[src/rtl/div_pkg.sv]
// Shared types and helpers for the shared divider controller: FSM states,
// default sizing and the round-robin grant function.
package div_pkg;

  localparam int DEF_WIDTH   = 4;
  localparam int DEF_NUM_REQ = 2;
  localparam int MAX_REQ     = 32;
  localparam int MAX_ID_W    = 5;

  typedef enum logic [1:0] {IDLE, ITER, FIX, RESP} state_t;

  typedef struct packed {
    logic                hit;
    logic [MAX_ID_W-1:0] idx;
  } grant_t;

  // First valid requester scanning from ptr upward, wrapping at n.
  function automatic grant_t rr_grant(input logic [MAX_REQ-1:0] vld,
                                      input int unsigned ptr,
                                      input int unsigned n);
    grant_t      g;
    int unsigned k;
    g = '0;
    for (int unsigned i = 0; i < MAX_REQ; i++) begin
      if (!g.hit && i < n) begin
        k = (ptr + i) % n;
        if (vld[k]) begin
          g.hit = 1'b1;
          g.idx = k[MAX_ID_W-1:0];
        end
      end
    end
    return g;
  endfunction

endpackage

[src/rtl/div_nr_step.sv]
// One non-restoring division iteration: shift {A,Q}, add/subtract M by the
// sign of the old A, shift in the new quotient bit.
module div_nr_step #(
  parameter int WIDTH = 4
) (
  input  logic [WIDTH:0]   a_in,
  input  logic [WIDTH-1:0] q_in,
  input  logic [WIDTH-1:0] m,
  output logic [WIDTH:0]   a_out,
  output logic [WIDTH-1:0] q_out
);

  logic [WIDTH:0] shifted;
  logic [WIDTH:0] m_ext;

  assign shifted = {a_in[WIDTH-1:0], q_in[WIDTH-1]};
  assign m_ext   = {1'b0, m};
  assign a_out   = a_in[WIDTH] ? (shifted + m_ext) : (shifted - m_ext);
  assign q_out   = {q_in[WIDTH-2:0], ~a_out[WIDTH]};

endmodule

[src/rtl/div_share_ctrl.sv]
// Round-robin front end sharing one bit-serial non-restoring divider.
// Optional DIV_SHARE_DZ_FLAG_EN adds rsp_dz, flagging a zero divisor.
module div_share_ctrl
  import div_pkg::*;
#(
  parameter int WIDTH   = DEF_WIDTH,
  parameter int NUM_REQ = DEF_NUM_REQ,
  parameter int ID_W    = 1
) (
  input  logic                     clk,
  input  logic                     rst_n,
  input  logic [NUM_REQ-1:0]       req_valid,
  output logic [NUM_REQ-1:0]       req_ready,
  input  logic [NUM_REQ*WIDTH-1:0] req_a,
  input  logic [NUM_REQ*WIDTH-1:0] req_b,
  output logic                     rsp_valid,
  input  logic                     rsp_ready,
  output logic [ID_W-1:0]          rsp_id,
  output logic [WIDTH-1:0]         rsp_q,
  output logic [WIDTH-1:0]         rsp_r,
`ifdef DIV_SHARE_DZ_FLAG_EN
  output logic                     rsp_dz,
`endif
  output logic                     busy
);

  localparam int CNT_W = $clog2(WIDTH) + 1;

  state_t             state, state_nxt;
  logic [ID_W-1:0]    rr_ptr;
  logic [WIDTH:0]     a_q;
  logic [WIDTH-1:0]   q_q, m_q;
  logic [CNT_W-1:0]   cnt_q;
  logic [WIDTH:0]     a_step;
  logic [WIDTH-1:0]   q_step;
  logic [WIDTH:0]     a_fix;
  logic [MAX_REQ-1:0] vld_ext;
  grant_t             gnt;
  logic [ID_W-1:0]    gnt_id;
  logic               accept;
  logic [WIDTH-1:0]   sel_a, sel_b;
  logic               last_iter;

  always_comb begin
    vld_ext = '0;
    vld_ext[NUM_REQ-1:0] = req_valid;
  end

  assign gnt    = rr_grant(vld_ext, 32'(rr_ptr), NUM_REQ);
  assign gnt_id = ID_W'(gnt.idx);
  assign accept = (state == IDLE) && gnt.hit;
  assign sel_a  = req_a[gnt_id*WIDTH +: WIDTH];
  assign sel_b  = req_b[gnt_id*WIDTH +: WIDTH];

  always_comb begin
    req_ready = '0;
    if (accept) req_ready[gnt_id] = 1'b1;
  end

  div_nr_step #(.WIDTH(WIDTH)) u_step (
    .a_in  (a_q),
    .q_in  (q_q),
    .m     (m_q),
    .a_out (a_step),
    .q_out (q_step)
  );

  assign last_iter = (cnt_q == CNT_W'(WIDTH - 1));
  // Final correction brings a negative partial remainder back into [0, M).
  assign a_fix     = a_q[WIDTH] ? (a_q + {1'b0, m_q}) : a_q;

  always_ff @(posedge clk or negedge rst_n) begin
    if (!rst_n) state <= IDLE;
    else        state <= state_nxt;
  end

  always_comb begin
    state_nxt = state;
    case (state)
      IDLE: if (accept) state_nxt = (sel_a == '0 || sel_b == '0) ? RESP : ITER;
      ITER: if (last_iter) state_nxt = FIX;
      FIX:  state_nxt = RESP;
      RESP: if (rsp_ready) state_nxt = IDLE;
      default: state_nxt = IDLE;
    endcase
  end

  always_ff @(posedge clk or negedge rst_n) begin
    if (!rst_n) begin
      rr_ptr <= '0;
      rsp_id <= '0;
      a_q    <= '0;
      q_q    <= '0;
      m_q    <= '0;
      cnt_q  <= '0;
      rsp_q  <= '0;
      rsp_r  <= '0;
    end else begin
      case (state)
        IDLE: if (accept) begin
          rsp_id <= gnt_id;
          m_q    <= sel_b;
          q_q    <= sel_a;
          a_q    <= '0;
          cnt_q  <= '0;
          rsp_q  <= '0;
          rsp_r  <= '0;
        end
        ITER: begin
          a_q   <= a_step;
          q_q   <= q_step;
          cnt_q <= cnt_q + 1'b1;
        end
        FIX: begin
          a_q   <= a_fix;
          rsp_q <= q_q;
          rsp_r <= a_fix[WIDTH-1:0];
        end
        RESP: if (rsp_ready) begin
          rr_ptr <= (rsp_id == ID_W'(NUM_REQ - 1)) ? '0 : rsp_id + 1'b1;
        end
        default: ;
      endcase
    end
  end

  assign rsp_valid = (state == RESP);
  assign busy      = (state != IDLE);

`ifdef DIV_SHARE_DZ_FLAG_EN
  logic dz_q;
  always_ff @(posedge clk or negedge rst_n) begin
    if (!rst_n)      dz_q <= 1'b0;
    else if (accept) dz_q <= (sel_b == '0);
  end
  assign rsp_dz = rsp_valid & dz_q;
`endif

endmodule
[config.mk]
export PLATFORM = sky130hd
export DESIGN_NAME = div_share_ctrl
export DESIGN_NICKNAME = d
export VERILOG_FILES = /design/src/rtl/div_pkg.sv /design/src/rtl/div_nr_step.sv /design/src/rtl/div_share_ctrl.sv
export SDC_FILE = /design/constraint.sdc
export NUM_CORES = 1
export LEC_CHECK = 0
export BUFFER_PORTS_ARGS = -buffer_cell sky130_fd_sc_hd__buf_2
export CAP_MARGIN = 20
export CORE_MARGIN = 2
export CORE_UTILIZATION = 51
export DETAILED_ROUTE_END_ITERATION = 7
export PLACE_DENSITY = 0.78
export SYNTH_ARGS = -nofsm -noshare
export SYNTH_HDL_FRONTEND = slang
export SYNTH_SLANG_ARGS = --single-unit
[constraint.sdc]
create_clock -name clk -period 2.8 [get_ports clk]
set_clock_uncertainty 0.05 [all_clocks]
set_input_delay 0.14 -clock clk [delete_from_list [all_inputs] [get_ports clk]]
set_output_delay 0.14 -clock clk [all_outputs]
set_load 0.1 [all_outputs]
==> flow_metrics.tcl <==
set metrics [dict create \
    status "complete, no violations" \
    clock-root-buffer "clkbuf_4" \
    dp_hpwl_mm 3.034 \
    synth_commonest_cells "28 x dfrtp_1, 23 x nand2_1, 18 x o21ai_0" \
    worstPathBufferInverterCount 2 \
    hold_start "req_b[7]" \
    num_rows 21 \
    fmax_mhz 428.6 \
    final_layout_size_suffix_gt1_frac 0.2136 \
    tightest_slew_ns 0.6848 \
    htree_levels 1 \
    hold_depth 3 \
    boundaryPins 34 \
    hold_class "in2reg" \
    via_per_inst 5.613 \
    p_leak_nw 1.063 \
    setup_tns_ns 0 \
    cpPeakStageDelay_ns 0.44 \
    rrSetupSlack_ns 0.54 \
    cp_top_family "buffers and inverters" \
    rsz0062_at_grt "false" \
    wl_mm 3.921 \
    grt_pass1_wl_mm 6.824 \
    dr.pass1.iters 5 \
    synth_area_leaders "dfrtp_1 38%, ha_1 11%, o21ai_0 4.9%" \
    cts-buffers-inserted 3 \
    start_util 0.5412 \
    period_minus_slack_ns 2.333 \
    setup_viol 0 \
    core_area_um2 3390 \
    cts_resized 0 \
    cts_sinks 28 \
    whs_ns 0.07284 \
    antennaDiodeCount 0 \
    nets 260 \
    dp.cells 260 \
    synthesis.area_um2 1834 \
    cts_tree "yes" \
    ys_dominant_reg_cell "dfrtp_1" \
    slowest_stage "buf_2" \
    die-area_um2 4092 \
    r2r_start "m_q[1]" \
    critPathArrivalTime_ns 2.14 \
    power_density_nw_per_um2 1287 \
    worstSetupStartpointType "flip-flop" \
    yosys_register_bits 28 \
    synth.most_common_cell "dfrtp_1" \
    synth_fp_nets 227 \
    ys_types 46 \
    ys_warn_count 0 \
    min_to "m_q[3]" \
    drc 0 \
    io_buffers 33 \
    fin_util 0.6157 \
    r2r_end "a_q[3]" \
    clk_pin_slew_ns 0.16 \
    synth_edf_count 0 \
    max_slew_margin 0.5434 \
    cts_max_path_buffers 2 \
    finalCritPeriodShare 0.8332 \
    end_kind "primary output" \
    grt_max_degree 29 \
    grt_pass1_vias 1458 \
    avgSynthCellArea_um2 9.757 \
    path_max_fanout 10 \
    hold_viol_final 0 \
    syn-instance-count 188 \
    fin_cells 266 \
    gr-usage-all-layers 0.2058 \
    path_cells "inv_1 -> ha_1 -> o21ai_1 -> nor2b_1 -> buf_2" \
    die_y_um 63.97 \
    drv_slew 0 \
    max-vdd-ir-drop_mv 0.7029 \
    required_ns 2.61 \
    post_cts_buffers 0 \
    reg2regPathDepth 9 \
    cap_viol_max_count 0 \
    synth_area_leader_cell "dfrtp_1" \
    die_x_um 63.97 \
    syn_to_final_growth_pct 13.78 \
    hold_buffers 2 \
    setup.worst_path.class "reg2out" \
    detail_route.wl_per_cell_um 14.74 \
    ant_nets 0 \
    place_congestion 0.8607 \
    antenna_found_initial 0 \
    synth.top_cell.area_share 0.3820 \
    async_flop_share 1.000 \
    vias 1493 \
    drt_iter0_markers 43 \
    gr-total-overflow 0 \
    ys_seq_area_frac 0.3820 \
    worstSkewPairLatency_ns 0.33 \
]
cell usage in the layout, fill, tap and decap left out, types with 2 or more instances in the layout:
cell type,n
buf_2,33
dfrtp_1,28
nand2_1,23
o21ai_0,18
inv_1,17
ha_1,16
mux2i_1,8
a21oi_1,6
nor2_1,5
xnor2_1,4
a21o_1,4
a22o_1,4
xor2_1,3
mux2_4,3
clkbuf_4,3
mux2_2,2
o21ai_2,2
nor2b_1,2
nand3_1,2
nor3b_1,2
and3_1,2
a31oi_1,2
o41ai_1,2
nand2b_1,2
a21boi_0,2
o22ai_1,2
fa_1,2
dlygate4sd3_1,2
stage by stage:
stage	total power [mW]	area, µm²	worst slack, ns
floorplan	2.106	1837	0.3043
global placement	2.380	2014	0.6750
detailed placement	2.410	2014	0.5965
CTS	2.699	2087	0.4453
global route	2.888	2087	0.2744
finish	2.687	2087	0.4670
per-layer routing:
layer,share of wire,GRT usage
met4,0.0054,0.03533
met3,0.043,0.02289
met5,0,0
met2,0.48,0.3477
met1,0.47,0.2875
state kept, by name (all words and copies together) (netlist names):
register	count
a_q	5
cnt_q	3
m_q	4
q_q	4
rr_ptr	1
rsp_id	1
rsp_q	4
rsp_r	4
state	2
worst register-to-register path, cell delays in order (launching register included):
cell and delay (ns):
dfrtp_1 0.43, inv_1 0.09, ha_1 0.27, mux2_2 0.28
ha_1 0.28, a21o_1 0.18, a21oi_1 0.19, xnor2_1 0.16
a21boi_0 0.10, o21ai_0 0.16
kinds of logic (layout without fill, tap and decap cells):
family,count (synthesis),count (layout),synth area share
AOI/OAI and AO/OA,53,53,0.1958
and+or+nand+nor,45,45,0.1180
DFF,28,28,0.3820
buffers and inverters,24,56,0.05934
adders and majority gates,18,18,0.1310
muxes,13,13,0.08049
xor gates and xnor gates,7,7,0.03342
power breakdown:
group	internal, mW	switching (mW)	leakage (nW)
combinational	0.577	1.14	0.675
clock	0.145	0.123	0.0279
sequential	0.561	0.140	0.360
total	1.28	1.40	1.06
layout make-up:
cell class	count	area, µm²
Fill cell	295	1303
Multi-Input combinational cell	136	1027
Sequential cell	28	700.7
Timing Repair Buffer	35	185.2
Inverter	17	63.81
Tap cell	46	57.56
Clock inverter	1	30.03
Clock buffer	3	22.52
worst max path at each step:
stage / from / endpoint / slack [ns] / cells past startpoint
2_1_floorplan: state[0] / req_ready[0] / 0.30 / 5
3_3_place_gp: m_q[1] / a_q[4] / 0.67 / 10
3_5_place_dp: m_q[1] / a_q[4] / 0.60 / 10
4_1_cts: state[0] / req_ready[0] / 0.45 / 5
5_1_grt: state[0] / req_ready[0] / 0.27 / 5
6_report: state[0] / req_ready[0] / 0.47 / 5
No activity file was read; power rests on OpenSTA's default activity.
